## config.mk

```make
export PLATFORM = sky130hd
export DESIGN_NAME = mips_multicycle_ctrl
export DESIGN_NICKNAME = d
export VERILOG_FILES = /design/src/rtl/mips_multicycle_ctrl.sv
export SDC_FILE = /design/constraint.sdc
export NUM_CORES = 1
export LEC_CHECK = 0
export ABC_AREA = 0
export BUFFER_PORTS_ARGS = -buffer_cell sky130_fd_sc_hd__buf_2
export CAP_MARGIN = 20
export CORE_UTILIZATION = 34
export CTS_BUF_LIST = sky130_fd_sc_hd__clkbuf_16
export DETAILED_ROUTE_END_ITERATION = 6
export PLACE_DENSITY_LB_ADDON = 0.3
export RECOVER_POWER = 25
export SETUP_SLACK_MARGIN = 0.5
export SLEW_MARGIN = 20
export SYNTH_ARGS = -nofsm -noshare
export SYNTH_HDL_FRONTEND = slang
export SYNTH_SLANG_ARGS = --single-unit
export TNS_END_PERCENT = 30
```

## constraint.sdc

```tcl
create_clock -name clk -period 3.4 [get_ports clk]
set_input_delay 0.34 -clock clk [delete_from_list [all_inputs] [get_ports clk]]
set_output_delay 0.34 -clock clk [all_outputs]
set_load 0.01 [all_outputs]
```

## src/rtl/mips_multicycle_ctrl.sv

```systemverilog
// rtl/mips_multicycle_ctrl.sv - control FSM for the multi-cycle MIPS datapath
//
// Purpose: sequences FETCH, DECODE, EXEC, MEM, WB (and TRAP when the
// CTRL_ILLEGAL_TRAP_EN macro is defined) over one shared memory port with a
// ready handshake, and decodes the instruction register into per-cycle
// datapath strobes and mux selects.
//
// Ports:
//   clk, reset            rising-edge clock, synchronous active-high reset
//   instruction           IR contents, valid from DECODE onward
//   cmp_eq, rs_neg,       datapath comparator flags for branch resolution
//   rs_zero
//   mem_ready             memory completes the current access this cycle
//   mem_req, mem_we,      memory request, write enable, address select
//   mem_addr_sel            (0 = PC, 1 = ALUOut)
//   ir_write, pc_write,   IR load, PC load, PC source select
//   pc_src
//   reg_write, reg_dst,   register file write, destination and data selects
//   wb_sel
//   alu_src_b, alu_op     ALU operand B select and operation
//   epc_write             capture faulting PC (trap build only, else 0)
//   illegal, instr_done   one-cycle event pulses
//   state                 current state, for debug
//
// Configuration macro: CTRL_ILLEGAL_TRAP_EN adds the TRAP state.

module mips_multicycle_ctrl (
  input  logic        clk,
  input  logic        reset,
  input  logic [31:0] instruction,
  input  logic        cmp_eq,
  input  logic        rs_neg,
  input  logic        rs_zero,
  input  logic        mem_ready,
  output logic        mem_req,
  output logic        mem_we,
  output logic        mem_addr_sel,
  output logic        ir_write,
  output logic        pc_write,
  output logic [2:0]  pc_src,
  output logic        reg_write,
  output logic [1:0]  reg_dst,
  output logic [1:0]  wb_sel,
  output logic [1:0]  alu_src_b,
  output logic [3:0]  alu_op,
  output logic        epc_write,
  output logic        illegal,
  output logic        instr_done,
  output logic [2:0]  state
);

  localparam logic [2:0] S_FETCH  = 3'd0;
  localparam logic [2:0] S_DECODE = 3'd1;
  localparam logic [2:0] S_EXEC   = 3'd2;
  localparam logic [2:0] S_MEM    = 3'd3;
  localparam logic [2:0] S_WB     = 3'd4;
`ifdef CTRL_ILLEGAL_TRAP_EN
  localparam logic [2:0] S_TRAP   = 3'd5;
  localparam logic [2:0] PC_TRAP  = 3'd4;
`endif

  localparam logic [2:0] PC_PLUS4  = 3'd0;
  localparam logic [2:0] PC_BRANCH = 3'd1;
  localparam logic [2:0] PC_JUMP   = 3'd2;
  localparam logic [2:0] PC_RS     = 3'd3;

  localparam logic [1:0] REG_RT  = 2'd0;
  localparam logic [1:0] REG_RD  = 2'd1;
  localparam logic [1:0] REG_R31 = 2'd2;

  localparam logic [1:0] WB_ALU = 2'd0;
  localparam logic [1:0] WB_MEM = 2'd1;
  localparam logic [1:0] WB_PC4 = 2'd2;

  localparam logic [1:0] SRCB_RT    = 2'd0;
  localparam logic [1:0] SRCB_SIMM  = 2'd1;
  localparam logic [1:0] SRCB_ZIMM  = 2'd2;
  localparam logic [1:0] SRCB_SHAMT = 2'd3;

  localparam logic [3:0] ALU_ADD  = 4'd0;
  localparam logic [3:0] ALU_SUB  = 4'd1;
  localparam logic [3:0] ALU_AND  = 4'd2;
  localparam logic [3:0] ALU_OR   = 4'd3;
  localparam logic [3:0] ALU_XOR  = 4'd4;
  localparam logic [3:0] ALU_NOR  = 4'd5;
  localparam logic [3:0] ALU_SLT  = 4'd6;
  localparam logic [3:0] ALU_SLTU = 4'd7;
  localparam logic [3:0] ALU_SLL  = 4'd8;
  localparam logic [3:0] ALU_SRL  = 4'd9;
  localparam logic [3:0] ALU_SRA  = 4'd10;
  localparam logic [3:0] ALU_LUI  = 4'd11;

  // Instruction classes: they decide the path through EXEC/MEM/WB.
  localparam logic [3:0] CLS_NONE = 4'd0;
  localparam logic [3:0] CLS_ALU  = 4'd1;
  localparam logic [3:0] CLS_LW   = 4'd2;
  localparam logic [3:0] CLS_SW   = 4'd3;
  localparam logic [3:0] CLS_BR   = 4'd4;
  localparam logic [3:0] CLS_J    = 4'd5;
  localparam logic [3:0] CLS_JAL  = 4'd6;
  localparam logic [3:0] CLS_JR   = 4'd7;
  localparam logic [3:0] CLS_JALR = 4'd8;

  logic [2:0] state_q, state_d;

  logic [5:0] opcode;
  logic [5:0] funct;
  logic [4:0] rt;
  logic       is_rtype;
  logic [3:0] cls;
  logic [3:0] dec_op;
  logic [1:0] dec_srcb;
  logic       br_taken;
  logic       unused_instr_bits;

  assign opcode   = instruction[31:26];
  assign funct    = instruction[5:0];
  assign rt       = instruction[20:16];
  assign is_rtype = (opcode == 6'h00);

  // Register numbers other than rt and the immediate value are datapath-only.
  assign unused_instr_bits = ^{instruction[25:21], instruction[15:6]};

  // Decode is purely a function of the IR, so alu_op/alu_src_b stay stable
  // from EXEC through WB while the IR holds the same instruction.
  always_comb begin
    cls      = CLS_NONE;
    dec_op   = ALU_ADD;
    dec_srcb = SRCB_RT;
    br_taken = 1'b0;
    case (opcode)
      6'h00: begin
        case (funct)
          6'h20, 6'h21: begin cls = CLS_ALU; dec_op = ALU_ADD;  end
          6'h22, 6'h23: begin cls = CLS_ALU; dec_op = ALU_SUB;  end
          6'h24:        begin cls = CLS_ALU; dec_op = ALU_AND;  end
          6'h25:        begin cls = CLS_ALU; dec_op = ALU_OR;   end
          6'h26:        begin cls = CLS_ALU; dec_op = ALU_XOR;  end
          6'h27:        begin cls = CLS_ALU; dec_op = ALU_NOR;  end
          6'h2a:        begin cls = CLS_ALU; dec_op = ALU_SLT;  end
          6'h2b:        begin cls = CLS_ALU; dec_op = ALU_SLTU; end
          6'h00: begin cls = CLS_ALU; dec_op = ALU_SLL; dec_srcb = SRCB_SHAMT; end
          6'h02: begin cls = CLS_ALU; dec_op = ALU_SRL; dec_srcb = SRCB_SHAMT; end
          6'h03: begin cls = CLS_ALU; dec_op = ALU_SRA; dec_srcb = SRCB_SHAMT; end
          6'h08: cls = CLS_JR;
          6'h09: cls = CLS_JALR;
          default: cls = CLS_NONE;
        endcase
      end
      6'h23: begin cls = CLS_LW;  dec_op = ALU_ADD;  dec_srcb = SRCB_SIMM; end
      6'h2b: begin cls = CLS_SW;  dec_op = ALU_ADD;  dec_srcb = SRCB_SIMM; end
      6'h0f: begin cls = CLS_ALU; dec_op = ALU_LUI;  dec_srcb = SRCB_SIMM; end
      6'h08, 6'h09: begin cls = CLS_ALU; dec_op = ALU_ADD; dec_srcb = SRCB_SIMM; end
      6'h0c: begin cls = CLS_ALU; dec_op = ALU_AND;  dec_srcb = SRCB_ZIMM; end
      6'h0a: begin cls = CLS_ALU; dec_op = ALU_SLT;  dec_srcb = SRCB_SIMM; end
      6'h0b: begin cls = CLS_ALU; dec_op = ALU_SLTU; dec_srcb = SRCB_SIMM; end
      6'h04: begin cls = CLS_BR; dec_op = ALU_SUB; br_taken = cmp_eq;  end
      6'h05: begin cls = CLS_BR; dec_op = ALU_SUB; br_taken = !cmp_eq; end
      6'h06: begin cls = CLS_BR; dec_op = ALU_SUB; br_taken = rs_neg | rs_zero; end
      6'h07: begin cls = CLS_BR; dec_op = ALU_SUB; br_taken = !(rs_neg | rs_zero); end
      6'h01: begin
        // REGIMM: only rt = 0 (bltz) is supported; bgez and friends trap.
        if (rt == 5'd0) begin
          cls      = CLS_BR;
          dec_op   = ALU_SUB;
          br_taken = rs_neg;
        end
      end
      6'h02: cls = CLS_J;
      6'h03: cls = CLS_JAL;
      default: cls = CLS_NONE;
    endcase
  end

  always_comb begin
    state_d      = state_q;
    mem_req      = 1'b0;
    mem_we       = 1'b0;
    mem_addr_sel = 1'b0;
    ir_write     = 1'b0;
    pc_write     = 1'b0;
    pc_src       = PC_PLUS4;
    reg_write    = 1'b0;
    reg_dst      = REG_RT;
    wb_sel       = WB_ALU;
    epc_write    = 1'b0;
    illegal      = 1'b0;
    instr_done   = 1'b0;
    alu_op       = dec_op;
    alu_src_b    = dec_srcb;
    case (state_q)
      S_FETCH: begin
        mem_req = 1'b1;
        if (mem_ready) begin
          ir_write = 1'b1;
          pc_write = 1'b1;
          pc_src   = PC_PLUS4;
          state_d  = S_DECODE;
        end
      end
      S_DECODE: begin
        if (cls == CLS_NONE) begin
          illegal = 1'b1;
`ifdef CTRL_ILLEGAL_TRAP_EN
          state_d = S_TRAP;
`else
          instr_done = 1'b1;
          state_d    = S_FETCH;
`endif
        end else begin
          state_d = S_EXEC;
        end
      end
      S_EXEC: begin
        case (cls)
          CLS_BR: begin
            pc_write   = br_taken;
            pc_src     = PC_BRANCH;
            instr_done = 1'b1;
            state_d    = S_FETCH;
          end
          CLS_J, CLS_JAL: begin
            pc_write   = 1'b1;
            pc_src     = PC_JUMP;
            reg_write  = (cls == CLS_JAL);
            reg_dst    = REG_R31;
            wb_sel     = WB_PC4;
            instr_done = 1'b1;
            state_d    = S_FETCH;
          end
          CLS_JR, CLS_JALR: begin
            pc_write   = 1'b1;
            pc_src     = PC_RS;
            reg_write  = (cls == CLS_JALR);
            reg_dst    = REG_RD;
            wb_sel     = WB_PC4;
            instr_done = 1'b1;
            state_d    = S_FETCH;
          end
          CLS_LW, CLS_SW: state_d = S_MEM;
          CLS_ALU:        state_d = S_WB;
          default: begin
            // IR changed under us after DECODE; retire as a NOP.
            instr_done = 1'b1;
            state_d    = S_FETCH;
          end
        endcase
      end
      S_MEM: begin
        mem_req      = 1'b1;
        mem_addr_sel = 1'b1;
        mem_we       = (cls == CLS_SW);
        if (mem_ready) begin
          if (cls == CLS_SW) begin
            instr_done = 1'b1;
            state_d    = S_FETCH;
          end else begin
            state_d = S_WB;
          end
        end
      end
      S_WB: begin
        reg_write  = 1'b1;
        reg_dst    = is_rtype ? REG_RD : REG_RT;
        wb_sel     = (cls == CLS_LW) ? WB_MEM : WB_ALU;
        instr_done = 1'b1;
        state_d    = S_FETCH;
      end
`ifdef CTRL_ILLEGAL_TRAP_EN
      S_TRAP: begin
        epc_write  = 1'b1;
        pc_write   = 1'b1;
        pc_src     = PC_TRAP;
        instr_done = 1'b1;
        state_d    = S_FETCH;
      end
`endif
      default: state_d = S_FETCH;
    endcase

    // Reset kills every strobe in the same cycle, including a pending access.
    if (reset) begin
      mem_req    = 1'b0;
      mem_we     = 1'b0;
      ir_write   = 1'b0;
      pc_write   = 1'b0;
      reg_write  = 1'b0;
      epc_write  = 1'b0;
      illegal    = 1'b0;
      instr_done = 1'b0;
      state_d    = S_FETCH;
    end
  end

  always_ff @(posedge clk) begin
    if (reset) begin
      state_q <= S_FETCH;
    end else begin
      state_q <= state_d;
    end
  end

  assign state = state_q;

endmodule

```

==> key figures, run 1 <==
Synthesis
  • Register area share after synthesis: 6.58%
  • Synth warnings: 0
  • Synthesized area per cell: 6.38 µm²
  • Top cells by count, synth: nand2_1 (17), nor2_1 (15), a21oi_1 (11), o21ai_0 (10), nor2b_1 (7)
  • Synth area leader: nand2_1
  • Post-synth ARST share: 0%
  • Most frequent cell after synthesis: nand2_1
  • Netlist Area Pre-Place: 912 µm²
  • Top cell type's share of synthesized area: 7.00%
  • Post-synth cell types: 51
  • Largest family of logic cells by synthesized area: simple AND/OR/NAND/NOR gates
  • Post-synthesis simple-gate area fraction: 47.6%
  • Mux cell area share after synthesis: 1.10%
  • Syn Inst Count: 143
  • Adder-cell share of the synthesized area: 0%
  • Synth Register Bits: 3
  • Complex-gate fraction of the synthesized area: 30.3%
  • Top cells by area, synth: nand2_1 (7.0%), dfxtp_1 (6.6%), nor2_1 (6.2%)
  • Xor/xnor share of the synthesized area: 3.84%
  • Post-synth top flop: dfxtp_1
  • Post-synth EDFFs: 0

Finish
  • Fin nets: 222
  • Layout Cell Area excl Fill: 1180 µm²
  • Fill count: 258
  • Final Instance Count excl. Fillers: 213
  • Antenna diode count: 0
  • Area grow syn2layout: 29.6%
  • Max reg flops: 3
  • Fraction of layout cells with a size suffix above 1: 29.5%

Timing
  • Worst slew pin tran: 1.34 ns
  • Headroom to the max-slew limit: 9.75%
  • Max Slew Vio Count: 0
  • Unrepaired setup endpoints after global routing: no
  • Tmin final: 2.78 ns
  • Max Clock Skew: 0.00256 ns
  • Highest achievable clock rate: 359 MHz
  • Fin crit share: 81.9%
  • Finish-stage setup viols: 0
  • Final Hold Fails: 0
  • Fin Setup TNS: 0 ns

GRT
  • Overall Global Routing Usage: 18.3%
  • Number of global-route vias before repair: 965
  • Grt total ovfl: 0
  • Largest net degree at the start of global routing: 13
  • Initial antenna violation count: 0
  • Global-route wire length before repair: 4040 µm

Clocking
  • CTS max path bufs: 2
  • # clock sinks: 3
  • Num CTS Buffers: 3
  • CTS tree: yes
  • Clock latency on the worst-skew pair: 0.22 ns
  • # H-tree levels: 1
  • Post-CTS Setup Bufs: 0
  • Root Driver: clkbuf_16
  • Clock edge transition at the registers on the reported setup and hold paths: 0.03 ns

Hold path
  • Hold wc startpoint: mem_ready
  • Min-delay worst type: in -> reg
  • WHS Endpoint: state[1]$_SDFFE_PP0P_
  • Hold path depth: 3

Power and ir drop
  • Max rail drop VDD: 0.000424 V
  • PwrDens: 263 nW/µm²
  • Leakage power total: 0.540 nW
  • Overall Power: 0.311 mW

Worst setup path
  • Critical Path RT: 3.06 ns
  • Crit path max fanout: 11
  • Critical path endpoint category: output port
  • R2R Setup Slk: 2.05 ns
  • Crit path DAT: 2.44 ns
  • CP bufs+invs: 2
  • Worst path most repeated cell: buf_2
  • Critical Path Max Stage Delay: 1.09 ns
  • R2r startpoint: state[1]$_SDFFE_PP0P_
  • Reg2reg path depth: 3
  • Setup CP Type: in -> out
  • Largest delay contributor family on the critical path: simple AND/OR/NAND/NOR gates
  • CP cell instances: buf_2 > nand2_4 > nor4_1 > nand4_1 > a41oi_2 > buf_2
  • Startpoint Class: primary input
  • Crit-path slowest cell: nor4_1
  • Reg-to-Reg End: state[1]$_SDFFE_PP0P_

Floorplanning
  • Die X: 53.8 µm
  • Placeable core region: 2500 µm²
  • Die Height: 53.8 µm
  • Die Area: 2890 µm²
  • IO Count: 63
  • # rows: 18
  • Initial core utilization: 36.5%

Placement
  • Post-DP HPWL: 2060 µm
  • Placer congestion estimate: 0.861
  • Inst Count DP: 209
  • Placed Instance Area: 1110 µm²
  • PortBufs: 45

Routing
  • Total iterations of the first detailed-routing run: 4
  • Final Routed Wirelength: 2760 µm
  • Antenna Nets Post-Route: 0
  • Drt wl/cell: 13.0 µm
  • Vias per cell: 5.69
  • First DRT Iteration DRCs: 36
  • Vias: 1213
  • Post-route DRC: 0

Status
  • Outcome: finished clean

Flow run
  • # Max-Cap Violations: 0
==> worst max-delay path by stage <==
stage                               start  cells after the start         end  slack [ns]
final                     instruction[27]                      6  instr_done        0.62
after global routing      instruction[27]                      6  instr_done        0.55
after CTS                 instruction[28]                      8  instr_done        0.62
after detailed placement  instruction[28]                      8  instr_done        0.63
after global placement    instruction[28]                      8  instr_done        0.67
after floorplan           instruction[26]                      8   pc_src[0]        1.09
==> worst register-to-register path, delay by kind of cell, from the launching register on <==
kind | cells | cell delay, ns
simple gates | 1 | 0.50
flops | 1 | 0.45
compound gates | 2 | 0.34
==> metrics by stage <==
step	setup slack, ns	hold WS [ns]	utilization (%)
floorplan	1.09	0.506	-
global placement	0.671	0.646	44.5
detailed placement	0.630	0.655	44.5
CTS	0.615	0.510	47.6
global route	0.546	0.545	47.3
finish	0.616	0.524	47.3
==> per-layer routing <==
layer	up-vias	global-route usage, %	wire (µm)
met4	0	3.07	12
li1	609	-	-
met1	559	26.0	1330
met3	2	3.11	164
met5	-	0	0
met2	43	28.8	1260
==> repair_timing <==
| action | CTS | global route |
|---|---|---|
| gates resized for setup | 0 | 1 |
| setup endpoints to repair | 0 | 1 |
| hold endpoints to repair | 0 | 0 |
| hold buffers | 0 | 0 |
==> cells in the final DEF, fill, tap and decap left out, drive strengths merged, types with 3 or more instances in the layout <==
cell / count
nor2: 15
inv: 8
nand3: 5
a21oi: 12
nand4: 5
nor2b: 7
xor2: 3
nand2: 18
dfxtp: 3
nand2b: 3
o21ai: 10
nor4b: 4
clkbuf: 7
nor4: 6
buf: 41
==> power breakdown <==
| group | leakage [nW] | internal, mW | switching (mW) |
|---|---|---|---|
| sequential | 0.0244 | 0.0364 | 0.00240 |
| combinational | 0.474 | 0.0362 | 0.0540 |
| clock | 0.0423 | 0.151 | 0.0306 |
| total | 0.540 | 0.224 | 0.0870 |
==> cell type report <==
| class | instances | area (µm²) | share of cell area [%] |
|---|---|---|---|
| clock buffers | 3 | 75.1 | 6.35 |
| clock inverters | 1 | 3.75 | 0.317 |
| inverters | 7 | 26.3 | 2.22 |
| multi-input cells | 124 | 759 | 64.2 |
| flip-flops and latches | 3 | 60.1 | 5.08 |
| well taps | 30 | 37.5 | 3.17 |
| repair buffers | 45 | 220 | 18.6 |
==> cell families after synthesis <==
logic type | Yosys count
AO/OA/AOI/OAI | 40
XOR/XNOR | 4
multiplexers | 1
buffers and inverters | 17
flip-flops | 3
other | 1
AND/OR/NAND/NOR | 77
No activity file was read; power rests on OpenSTA's default activity.
==> run 2: changes to the inputs <==
clock period = 2.4 ns   (was 3.4 ns; I/O delays follow)
==> run 2 against run 1 <==
Against the previous run: combinational power increased by 77%; total power increased by 51%; setup slack got worse by 0.40 ns; cell count increased by 7.5%; via count increased by 6.1%; routed wire length increased by 8.7%; critical endpoint unchanged; largest power group unchanged.
==> key figures, run 2 (synthesis results as in run 1) <==
Power and ir drop
  • Net Sw Frac: 27.9%
  • Switching Power: 0.132 mW
  • PwrDens: 343 nW/µm²
  • Max rail drop VDD: 0.000512 V
  • Overall Power: 0.471 mW
  • Leakage power total: 0.634 nW
  • Combinational share of power: 34.0%
  • Internal power: 0.339 mW
  • Reg power frac: 11.1%
  • Clock share of power: 54.9%

Placement
  • Inst Count DP: 220
  • Placer congestion estimate: 0.877
  • PortBufs: 45
  • Post-DP HPWL: 2310 µm
  • Placed Instance Area: 1210 µm²

Finish
  • Fraction of layout cells with a size suffix above 1: 38.2%
  • Area grow syn2layout: 50.6%
  • Fin nets: 238
  • Antenna diode count: 0
  • Max reg flops: 3
  • Commonest non-fill, non-tap cells in the layout: buf_2 (38), nand2_1 (16), buf_4 (16)
  • Layout Cell Area excl Fill: 1370 µm²
  • Final Instance Count excl. Fillers: 229
  • Fill count: 258
  • Most common cell after layout, fill and taps aside: buf_2

Routing
  • Post-route DRC: 0
  • Vias per cell: 5.62
  • Antenna Nets Post-Route: 0
  • Total iterations of the first detailed-routing run: 4
  • Final Routed Wirelength: 3000 µm
  • Vias: 1287
  • Drt wl/cell: 13.1 µm
  • First DRT Iteration DRCs: 39

Timing
  • Highest achievable clock rate: 459 MHz
  • Fin crit share: 90.8%
  • Final Hold Fails: 0
  • Max Slew Vio Count: 0
  • Max Clock Skew: 0.000725 ns
  • Finish-stage setup viols: 0
  • Worst slew pin tran: 0.616 ns
  • Headroom to the max-slew limit: 58.4%
  • Fin Setup TNS: 0 ns
  • Unrepaired setup endpoints after global routing: yes
  • Tmin final: 2.18 ns

GRT
  • Number of global-route vias before repair: 1095
  • Grt total ovfl: 0
  • Global-route wire length before repair: 4650 µm
  • Initial antenna violation count: 0
  • Largest net degree at the start of global routing: 11
  • Overall Global Routing Usage: 22.0%

Clocking
  • Hold_buf cts: 0
  • CTS max path bufs: 2
  • Clock latency on the worst-skew pair: 0.22 ns
  • # H-tree levels: 1
  • # clock sinks: 3
  • Num CTS Buffers: 3
  • Root Driver: clkbuf_16
  • CTS tree: yes
  • Clock edge transition at the registers on the reported setup and hold paths: 0.03 ns

Worst setup path
  • CP cell instances: buf_12 > or2b_1 > nor4_2 > a311o_1 > or2_4 > or4_4 > a41oi_2 > buf_2
  • Crit-path slowest cell: or4_4
  • Critical Path RT: 2.16 ns
  • Setup CP Type: in -> out
  • R2R Setup Slk: 0.84 ns
  • Largest delay contributor family on the critical path: simple AND/OR/NAND/NOR gates
  • Critical Path Max Stage Delay: 0.43 ns
  • Crit path max fanout: 8
  • Critical path endpoint category: output port
  • CP bufs+invs: 2
  • Crit path DAT: 1.94 ns
  • Startpoint Class: primary input

Floorplanning
  • Die X: 53.8 µm
  • Die Area: 2890 µm²
  • IO Count: 63
  • Die Height: 53.8 µm
  • Placeable core region: 2500 µm²
  • Initial core utilization: 36.5%
  • # rows: 18

Flow run
  • # Max-Cap Violations: 0

Status
  • Outcome: finished clean

Hold path
  • Min-delay worst type: in -> reg
-- run 2: final cells by class --
| type | instances | area [µm²] | share of cell area, % |
|---|---|---|---|
| Multi-Input combinational cell | 124 | 807 | 58.7 |
| Clock inverter | 1 | 3.75 | 0.273 |
| Inverter | 7 | 26.3 | 1.91 |
| Tap cell | 30 | 37.5 | 2.73 |
| Sequential cell | 3 | 60.1 | 4.37 |
| Timing Repair Buffer | 61 | 364 | 26.5 |
| Clock buffer | 3 | 75.1 | 5.46 |
-- run 2: worst reg2reg max path, cell delays in order (launching register included) --
cell and delay, ns:
dfxtp_1 0.32, clkbuf_1 0.34, nor2b_1 0.16, clkbuf_1 0.19
a21o_1 0.21, a32o_1 0.23
-- run 2: worst paths after layout --
check                        startpoint                     to  cells after the start
setup reg to reg  state[0]$_SDFFE_PP0P_  state[1]$_SDFFE_PP0P_                      5
hold / removal                mem_ready  state[1]$_SDFFE_PP0P_                      3
hold reg to reg   state[1]$_SDFFE_PP0P_  state[0]$_SDFFE_PP0P_                      4
setup / recovery        instruction[27]             instr_done                      8
-- run 2: what timing repair did --
item / 4_1_cts / 5_1_grt
endpoints found under the setup margin: 11 / 12
gates resized for setup: 9 / 7
setup buffers: 4 / 1
pin swaps: 2 / 1
-- run 2: through the flow --
stage / hold slack (ns) / util [%] / setup WS, ns
detailed placement: 0.639 / 48.5 / 0.0943
global route: 0.447 / 55.0 / 0.166
finish: 0.410 / 55.0 / 0.221
CTS: 0.409 / 54.0 / 0.244
floorplan: 0.406 / - / 0.464
global placement: 0.636 / 48.5 / 0.118
-- run 2: layer usage --
metal	track usage, %	up-vias	part of all wire (%)
met3	4.24	2	5.4
met5	0	-	0
met2	38.1	43	48
met4	5.70	0	0.60
met1	27.5	603	46
li1	-	639	-
-- run 2: power groups by stage --
stage,Combinational (mW),Clock [mW],Sequential (mW)
final,0.160,0.259,0.0525
after global routing,0.176,0.273,0.0526
after CTS,0.153,0.265,0.0525
after detailed placement,0.141,0,0.0531
after global placement,0.138,0,0.0530
after floorplan,0.0924,0,0.0535
